File: src/rtl/rip_ma_writeback.sv
// Memory-access / writeback stage of the rip pipeline: drives the regfile write port and aligns and extends load data.
// Optional performance counters are compiled in when RIP_WB_PERF_EN is defined.
module rip_ma_writeback #(
    parameter int unsigned LOAD_TIMEOUT = 255
) (
    input  logic        clk,
    input  logic        rst_n,
    input  logic        ex_valid,
    input  logic        ex_reg_wen,
    input  logic [4:0]  ex_rd_num,
    input  logic        ex_is_load,
    input  logic [2:0]  ex_funct3,
    input  logic [31:0] ex_alu_result,
    input  logic        dmem_rvalid,
    input  logic [31:0] dmem_rdata,
    output logic [4:0]  ma_rd_num,
    output logic        wen,
    output logic [31:0] wdata,
    output logic        ma_stall,
    output logic        ma_load_err
`ifdef RIP_WB_PERF_EN
    ,
    output logic [31:0] perf_load_stall_cycles,
    output logic [31:0] perf_writes
`endif
);

    typedef enum logic {
        IDLE,
        WAIT_LOAD
    } state_t;

    localparam int unsigned CW = (LOAD_TIMEOUT < 2) ? 1 : $clog2(LOAD_TIMEOUT + 1);
    localparam logic [CW-1:0] TO_LIMIT = CW'(LOAD_TIMEOUT);

    state_t          r_state;
    logic [CW-1:0]   r_cnt;
    logic [4:0]      r_ld_rd;
    logic            r_ld_wen;
    logic [2:0]      r_ld_f3;
    logic [1:0]      r_ld_off;
    logic [4:0]      r_rd_num;
    logic            r_wen;
    logic [31:0]     r_wdata;
    logic            r_err;

    state_t          w_state_nxt;
    logic [CW-1:0]   w_cnt_nxt;
    logic [CW-1:0]   w_cnt_inc;
    logic            w_capture;
    logic            w_load_ok;
    logic [4:0]      w_rd_nxt;
    logic            w_wen_nxt;
    logic [31:0]     w_wdata_nxt;
    logic            w_err_nxt;

    function automatic logic [31:0] extract(input logic [2:0] f3, input logic [1:0] off,
                                            input logic [31:0] word);
        logic [31:0] s;
        s = word >> {off, 3'b000};
        case (f3)
            3'b000:  return {{24{s[7]}}, s[7:0]};
            3'b001:  return {{16{s[15]}}, s[15:0]};
            3'b100:  return {24'd0, s[7:0]};
            3'b101:  return {16'd0, s[15:0]};
            default: return word;
        endcase
    endfunction

    always_comb begin
        case (ex_funct3)
            3'b000, 3'b100: w_load_ok = 1'b1;
            3'b001, 3'b101: w_load_ok = ~ex_alu_result[0];
            3'b010:         w_load_ok = (ex_alu_result[1:0] == 2'b00);
            default:        w_load_ok = 1'b0;
        endcase
    end

    assign w_cnt_inc = r_cnt + 1'b1;

    // NOTE: every output of this block gets a default first, so no path can infer a latch.
    always_comb begin
        w_state_nxt = r_state;
        w_cnt_nxt   = r_cnt;
        w_capture   = 1'b0;
        w_rd_nxt    = r_rd_num;
        w_wen_nxt   = 1'b0;
        w_wdata_nxt = r_wdata;
        w_err_nxt   = 1'b0;
        case (r_state)
            IDLE: begin
                if (ex_valid) begin
                    if (!ex_is_load) begin
                        w_wen_nxt   = ex_reg_wen && (ex_rd_num != 5'd0);
                        w_rd_nxt    = ex_rd_num;
                        w_wdata_nxt = ex_alu_result;
                    end else if (w_load_ok) begin
                        w_capture   = 1'b1;
                        w_state_nxt = WAIT_LOAD;
                        w_cnt_nxt   = '0;
                    end else begin
                        w_err_nxt = 1'b1;
                    end
                end
            end
            WAIT_LOAD: begin
                // Data arriving on the limit cycle takes priority over the abort.
                if (dmem_rvalid) begin
                    w_wen_nxt   = r_ld_wen && (r_ld_rd != 5'd0);
                    w_rd_nxt    = r_ld_rd;
                    w_wdata_nxt = extract(r_ld_f3, r_ld_off, dmem_rdata);
                    w_state_nxt = IDLE;
                    w_cnt_nxt   = '0;
                end else if ((LOAD_TIMEOUT != 0) && (w_cnt_inc == TO_LIMIT)) begin
                    w_err_nxt   = 1'b1;
                    w_state_nxt = IDLE;
                    w_cnt_nxt   = '0;
                end else begin
                    w_cnt_nxt = w_cnt_inc;
                end
            end
            default: w_state_nxt = IDLE;
        endcase
    end

    // NOTE: state registers use non-blocking assignments so every flop samples pre-edge values.
    always_ff @(posedge clk) begin
        if (!rst_n) begin
            r_state  <= IDLE;
            r_cnt    <= '0;
            r_ld_rd  <= 5'd0;
            r_ld_wen <= 1'b0;
            r_ld_f3  <= 3'd0;
            r_ld_off <= 2'd0;
            r_rd_num <= 5'd0;
            r_wen    <= 1'b0;
            r_wdata  <= 32'd0;
            r_err    <= 1'b0;
        end else begin
            r_state  <= w_state_nxt;
            r_cnt    <= w_cnt_nxt;
            r_rd_num <= w_rd_nxt;
            r_wen    <= w_wen_nxt;
            r_wdata  <= w_wdata_nxt;
            r_err    <= w_err_nxt;
            if (w_capture) begin
                r_ld_rd  <= ex_rd_num;
                r_ld_wen <= ex_reg_wen;
                r_ld_f3  <= ex_funct3;
                r_ld_off <= ex_alu_result[1:0];
            end
        end
    end

    assign ma_rd_num   = r_rd_num;
    assign wen         = r_wen;
    assign wdata       = r_wdata;
    assign ma_load_err = r_err;
    assign ma_stall    = (r_state == WAIT_LOAD);

`ifdef RIP_WB_PERF_EN
    logic [31:0] r_perf_stall;
    logic [31:0] r_perf_writes;

    always_ff @(posedge clk) begin
        if (!rst_n) begin
            r_perf_stall  <= 32'd0;
            r_perf_writes <= 32'd0;
        end else begin
            if (ma_stall) r_perf_stall <= r_perf_stall + 32'd1;
            if (r_wen)    r_perf_writes <= r_perf_writes + 32'd1;
        end
    end

    assign perf_load_stall_cycles = r_perf_stall;
    assign perf_writes            = r_perf_writes;
`endif

endmodule

File: config.mk
export PLATFORM = sky130hd
export DESIGN_NAME = rip_ma_writeback
export DESIGN_NICKNAME = d
export VERILOG_FILES = /design/src/rtl/rip_ma_writeback.sv
export SDC_FILE = /design/constraint.sdc
export NUM_CORES = 1
export LEC_CHECK = 0
export CORE_MARGIN = 2
export CORE_UTILIZATION = 49
export CTS_CLUSTER_SIZE = 20
export DETAILED_ROUTE_END_ITERATION = 10
export PLACE_DENSITY = 0.87
export SYNTH_ARGS = -nofsm -noshare
export SYNTH_HDL_FRONTEND = slang
export SYNTH_SLANG_ARGS = --single-unit
File: constraint.sdc
create_clock -name clk -period 3.08 [get_ports clk]
set_clock_uncertainty 0.1 [all_clocks]
set_input_delay 0.616 -clock clk [delete_from_list [all_inputs] [get_ports clk]]
set_output_delay 0.616 -clock clk [all_outputs]
set_load 0.005 [all_outputs]
**Yosys cells after proc, flatten, opt, wreduce, memory -nomap -nowiden**

Index checks and enable logic that the tools add are counted.

- Flip-flop bits (word level): 59
- Bits of input ports: 78
- Word-level logic and storage cells: 71

- Add/subtract/negate cells: 1
- Equality and inequality tests: 13
- Shifts and indexed selects: 1
- Mux-type cells: 33
- Bitwise logic cells: 2
- Reductions and logical operators: 11

Operator list:

| cell | count |
|---|---|
| $pmux 32 s4 | 1 |
| $mux 32 | 3 |
| $pmux 32 s2 | 1 |
| $mux 8 | 5 |
| $shr 32x5->16 | 1 |
| $pmux 8 s2 | 1 |
| $mux 5 | 3 |
| $mux 1 | 14 |
| $eq 3x3->1 const B | 4 |
| $ne 2x2->1 const B | 5 |
| $pmux 5 s2 | 1 |
| $reduce_bool 5->1 | 2 |
| $add 8x1->8 const B | 1 |
| $eq 8x8->1 const B | 1 |
| $eq 3x1->1 const B | 2 |
| $logic_not 3->1 | 2 |
| $pmux 1 s2 | 3 |
| $reduce_and 3->1 | 2 |
| $reduce_or 2->1 | 2 |
| $eq 3x2->1 const B | 1 |
| $pmux 1 s3 | 1 |
| $logic_and 1x1->1 | 2 |
| $logic_not 2->1 | 1 |
| $not 1->1 | 2 |

**Logic depth before layout (Yosys ltp)**

- Depth in word-level cells: 7
- Mapped depth: 9
- Depth with buffers taken out: 7

**Least setup slack after synthesis**

Ideal clock, no wire load.

- Kind: input port to flip-flop
- Start: input port ex_funct3[0]
- End: register r_cnt[4]
- Library setup time: 0.120 ns
- Data arrival time: 1.774 ns
- Slack: 1.086 ns
- Stages: 6
- Buffers on the path: 1
- Cell sequence: o31a_1 -> o22ai_1 -> a31oi_1 -> and2_1 -> clkbuf_1 -> a211o_1

- Word-level cells in the longest chain between the ends: 5

RTL lines:

| what | RTL line | RTL |
|---|---|---|
| start: declaration | 12 | `input logic [2:0] ex_funct3,` |
| $eq 3x1->1 (tied with other cells) | 71 | `case (ex_funct3)` |
| $reduce_or 2->1 | 71 |  |
| $pmux 1 s3 * | 71 |  |
| $ne 2x2->1 (no source line) * | n/a |  |
| $reduce_and 3->1 (no source line) * | n/a |  |
| end signal: assignment | 141 | `r_cnt <= w_cnt_nxt;` |
| end: declaration | 37 | `logic [CW-1:0] r_cnt;` |

Every way passes the cells marked *; elsewhere a longest branch is shown, timed or not.
A chain may end at the register's enable or synchronous reset.

**Final worst setup path**

- Start: input port dmem_rdata[31]
- End: register r_wdata[20] (netlist: wdata[20])

- Word-level cells in the longest chain between the ends: 4

RTL lines:

| what | RTL line | RTL |
|---|---|---|
| start: declaration | 15 | `input logic [31:0] dmem_rdata,` |
| $shr 32x5->16 | 60 | `s = word >> {off, 3'b000};` |
| $pmux 32 s4 | 61 | `case (f3)` |
| $mux 32 | 108 | `if (dmem_rvalid) begin` |
| $pmux 32 s2 | 90 | `case (r_state)` |
| end signal: assignment | 144 | `r_wdata <= w_wdata_nxt;` |
| end: declaration | 44 | `logic [31:0] r_wdata;` |

No other way between the ends. The select of a mux whose other input is x is not followed.

==> reports/summary.txt <==
==================================================================================================
Clock transition time at the flip-flop clock pins of the worst setup and hold paths        0.07 ns
End point of the worst hold path                                                          wdata[5]
Antenna diodes                                                                                   0
Number of max-cap violations                                                                     0
Sw power                                                                                    517 uW
Number of instances in the synthesized netlist                                                 395
Port Buf Inserts                                                                               117
Run status                                                                            complete, no violations
Actual slew at the worst max-slew pin                                                      1.04 ns
Post-synth design cell area                                                              3250 um^2
Number of nets in the synthesized netlist                                                      475
Routed vias/inst                                                                              6.30
GRT overflow                                                                                     0
Number of antenna violations at the first check in global routing                                0
Sequential share of power                                                                    43.3%
Critical Path Source Type                                                                input pin
Number of global-route vias before repair                                                    3,510
Tmin final                                                                                 2.60 ns
Startpoint of the lowest-slack register-to-register path                               r_ld_off[0]
Number of DRC markers after the initial detailed-route iteration                               335
Crit Reg-Reg Endpoint                                                                    wdata[20]
Clock tree from TritonCTS                                                                      yes
Count of final hold-check violations                                                             0
Number of cells in the finished layout apart from fillers                                      587
Slew HR                                                                                      30.3%
Max Slew Vio Count                                                                               0
Total number of clock tree sinks                                                                59
Critical path cell sequence                                                           clkdlybuf4s50_1, mux2i_1, mux2i_1, nand2b_1, a211oi_2, nor2_2, a221oi_1
Area growth from synthesis to layout                                                         43.4%
Y dimension of the die                                                                     85.5 um
Setup Total Neg Slack                                                                         0 ns
Total of cells resized after clock tree synthesis                                                0
Power per Cell Area                                                                    414 nW/um^2
Count of final setup violators                                                                   0
Number of instances in the placed design                                                       573
# H-tree levels                                                                                  3
Number of hold-repair buffers added at the cts stage                                             0
Global routing usage summed across all routing layers                                        29.7%
Seq/Total Area, Yosys                                                                        36.3%
Final Cycle Share                                                                            84.3%
CP Capture Type                                                                           register
Number of nets with antenna violations after detailed routing                                    0
Placed wire-length estimate after detailed placement                                       7.87 mm
Initial core utilization                                                                     51.0%
First-pass GRT wire length                                                                 17.4 mm
Setup repair after global routing missed its margin                                             no
Ys flop type                                                                          sky130_fd_sc_hd__dfxtp_1
Per-instance average area after synthesis                                                8.24 um^2
Share of synthesized flip-flops with an asynchronous set or reset                               0%
Placeable Area                                                                           6390 um^2
Main area contributors after synthesis                                                sky130_fd_sc_hd__dfxtp_1 36%, sky130_fd_sc_hd__mux2i_1 8.3%, sky130_fd_sc_hd__nand2_1 6.7%
Average wire length per cell after detail routing                                          18.7 um
Maximum clock frequency                                                                    385 MHz
Source of the worst hold timing path                                                      wdata[5]
Kind of critical path                                                                    in -> reg
Layout filler cell count                                                                       473
Max rail drop VDD                                                                           312 uV
Worst reg-to-reg path cell count                                                                 6
Layout cell share with drive strength beyond 1                                               9.41%
Total number of nets in the final design                                                       587
Distinct cell type count of the synthesized netlist                                             50
Cell repeated most along the worst path                                               sky130_fd_sc_hd__mux2i_1
Cell row count                                                                                  29
Required time reported for the critical path endpoint                                      3.15 ns
Flops & latches, synth                                                                          59
Via count                                                                                    3,699
Power share of the combinational group                                                       21.4%
Clock root buffer                                                                     sky130_fd_sc_hd__clkbuf_8
Critical path fanouts, max                                                                      16
Remaining DRCs                                                                                   0
Number of post-CTS setup repair buffers                                                          0
Tightest Hold Check Type                                                                reg -> reg
Number of top-level design ports                                                               118
Number of enable flip-flop cells after synthesis                                                 0
Sw Share                                                                                     26.7%
Stage delay of the slowest cell on the critical path                                       0.79 ns
Die width                                                                                  85.5 um
Maximum number of pins on one net before global-route repair                                    29
Largest buffer count on any clock path                                                           2
Number of buffers created by CTS                                                                 9
Yosys warning total                                                                              0
Fraction of power consumed by the clock network                                              35.3%
Insertion delay to the later sink of the worst-skew pair                                   0.33 ns
Detailed-routing iteration count for the pre-antenna-repair pass                                 5
Most area-hungry cell type in the Yosys netlist                                       sky130_fd_sc_hd__dfxtp_1
Setup slack on the worst flop-to-flop path                                                 0.57 ns
Internal Power                                                                             1.42 mW
Crit path arrival time                                                                     2.67 ns
P_leak                                                                                     1.63 nW
Weighted congestion at the end of routability-driven global placement                        0.908
Total Die Area                                                                           7310 um^2
Area share of the largest cell type after synthesis                                          36.3%
CP max-delay cell                                                                     sky130_fd_sc_hd__nor2_2
Total wirelength of the detailed-routed design                                             11.0 mm
Worst Hold Path Cells                                                                            2
==================================================================================================
-- layer usage --
metal  vias up  track usage (%)  share of wire, %
li1       1692                -                 -
met1      1703             36.9                40
met2       261             47.7                45
met3        43             7.51                11
met4         0             15.7               3.9
met5         -                0                 0
-- cell type report --
class | instances | area, um^2 | share of cell area (%)
Clock buffer | 11 | 141 | 3.03
Clock inverter | 3 | 40.0 | 0.858
Inverter | 6 | 22.5 | 0.483
Multi-Input combinational cell | 300 | 1910 | 40.9
Sequential cell | 59 | 1180 | 25.3
Tap cell | 77 | 96.3 | 2.06
Timing Repair Buffer | 131 | 1280 | 27.3
-- power groups by stage --
stage	clock, mW	sequential (mW)	combinational, mW
final	0.683	0.837	0.414
after global routing	0.719	0.841	0.442
after CTS	0.682	0.836	0.409
after detailed placement	0	0.853	0.404
after global placement	0	0.851	0.396
after floorplan	0	0.846	0.174
-- worst max path at each step --
| stage | cells past startpoint | end | start |
|---|---|---|---|
| 2_1_floorplan | 6 | r_cnt[4] | ex_funct3[0] |
| 3_3_place_gp | 7 | wdata[21] | dmem_rdata[31] |
| 3_5_place_dp | 7 | wdata[20] | dmem_rdata[31] |
| 4_1_cts | 7 | wdata[20] | dmem_rdata[31] |
| 5_1_grt | 7 | wdata[20] | dmem_rdata[31] |
| 6_report | 7 | wdata[20] | dmem_rdata[31] |
-- layout by cell type (no fill, tap or decap), types with 2 or more instances in the layout --
cell type / instances
sky130_fd_sc_hd__a2111oi_0: 8
sky130_fd_sc_hd__a211oi_1: 6
sky130_fd_sc_hd__a21oi_1: 18
sky130_fd_sc_hd__a221oi_1: 7
sky130_fd_sc_hd__a221oi_2: 10
sky130_fd_sc_hd__a22oi_1: 16
sky130_fd_sc_hd__a31oi_1: 2
sky130_fd_sc_hd__and2_1: 2
sky130_fd_sc_hd__and3_1: 2
sky130_fd_sc_hd__buf_4: 14
sky130_fd_sc_hd__clkbuf_8: 10
sky130_fd_sc_hd__clkdlybuf4s50_1: 117
sky130_fd_sc_hd__clkinv_1: 3
sky130_fd_sc_hd__clkinv_2: 2
sky130_fd_sc_hd__dfxtp_1: 59
sky130_fd_sc_hd__ha_1: 2
sky130_fd_sc_hd__inv_1: 3
sky130_fd_sc_hd__mux2i_1: 27
sky130_fd_sc_hd__nand2_1: 58
sky130_fd_sc_hd__nand2b_1: 8
sky130_fd_sc_hd__nand3_1: 7
sky130_fd_sc_hd__nand4_1: 2
sky130_fd_sc_hd__nand4b_1: 2
sky130_fd_sc_hd__nor2_1: 33
sky130_fd_sc_hd__nor3_1: 4
sky130_fd_sc_hd__o2111ai_1: 2
sky130_fd_sc_hd__o21ai_0: 42
sky130_fd_sc_hd__o22ai_1: 10
sky130_fd_sc_hd__o2bb2ai_1: 2
sky130_fd_sc_hd__o311ai_0: 5
sky130_fd_sc_hd__or2_2: 5
sky130_fd_sc_hd__or4_1: 2
sky130_fd_sc_hd__xnor2_1: 2
-- state kept, by name, summed over array words and instances, names as in the netlist, 2 cells and up --
| signal | flops |
|---|---|
| r_cnt | 8 |
| r_ld_off | 2 |
| r_ld_f3 | 3 |
| ma_rd_num | 5 |
| r_ld_rd | 5 |
| wdata | 32 |
-- worst max-delay path, delay by kind of cell --
family	cells	cell delay [ns]
buffers and inverters	1	0.47
AOI/OAI and AO/OA	2	0.28
muxes	2	0.35
and+or+nand+nor	2	0.94
-- cell usage after synthesis (3+ instances only) --
library cell                count
sky130_fd_sc_hd__a2111oi_0      8
sky130_fd_sc_hd__a211oi_1       6
sky130_fd_sc_hd__a21oi_1       18
sky130_fd_sc_hd__a221oi_1       7
sky130_fd_sc_hd__a221oi_2      10
sky130_fd_sc_hd__a22oi_1       16
sky130_fd_sc_hd__buf_2          8
sky130_fd_sc_hd__buf_4          3
sky130_fd_sc_hd__clkbuf_1      17
sky130_fd_sc_hd__clkinv_1       3
sky130_fd_sc_hd__dfxtp_1       59
sky130_fd_sc_hd__inv_1          3
sky130_fd_sc_hd__mux2i_1       27
sky130_fd_sc_hd__nand2_1       58
sky130_fd_sc_hd__nand2b_1       8
sky130_fd_sc_hd__nand3_1        7
sky130_fd_sc_hd__nor2_1        33
sky130_fd_sc_hd__nor3_1         4
sky130_fd_sc_hd__o21ai_0       42
sky130_fd_sc_hd__o22ai_1       10
sky130_fd_sc_hd__o311ai_0       5
sky130_fd_sc_hd__or2_2          5
-- logic make-up (layout without fill, tap and decap cells) --
kind of cell,count (synthesis),in the layout,synth area share (%)
buf+inv,36,151,5.04
fa+ha+maj,2,2,0.769
flops,59,59,36.3
compound gates,138,138,30.8
mux,27,27,8.30
simple gates,130,130,18.0
xor+xnor,3,3,0.808
-- per-stage QoR --
stage	cell area [um^2]	hold slack [ns]	utilization, %	worst slack, ns	power (mW)
5_1_grt	4670	0.387	73.1	0.355	2.00
2_1_floorplan	3250	0.348	-	1.09	1.02
6_report	4670	0.357	73.1	0.483	1.93
3_3_place_gp	4490	0.342	70.2	0.330	1.25
3_5_place_dp	4490	0.346	70.2	0.212	1.26
4_1_cts	4670	0.355	73.1	0.599	1.93
(Power assumes the default switching activity.)
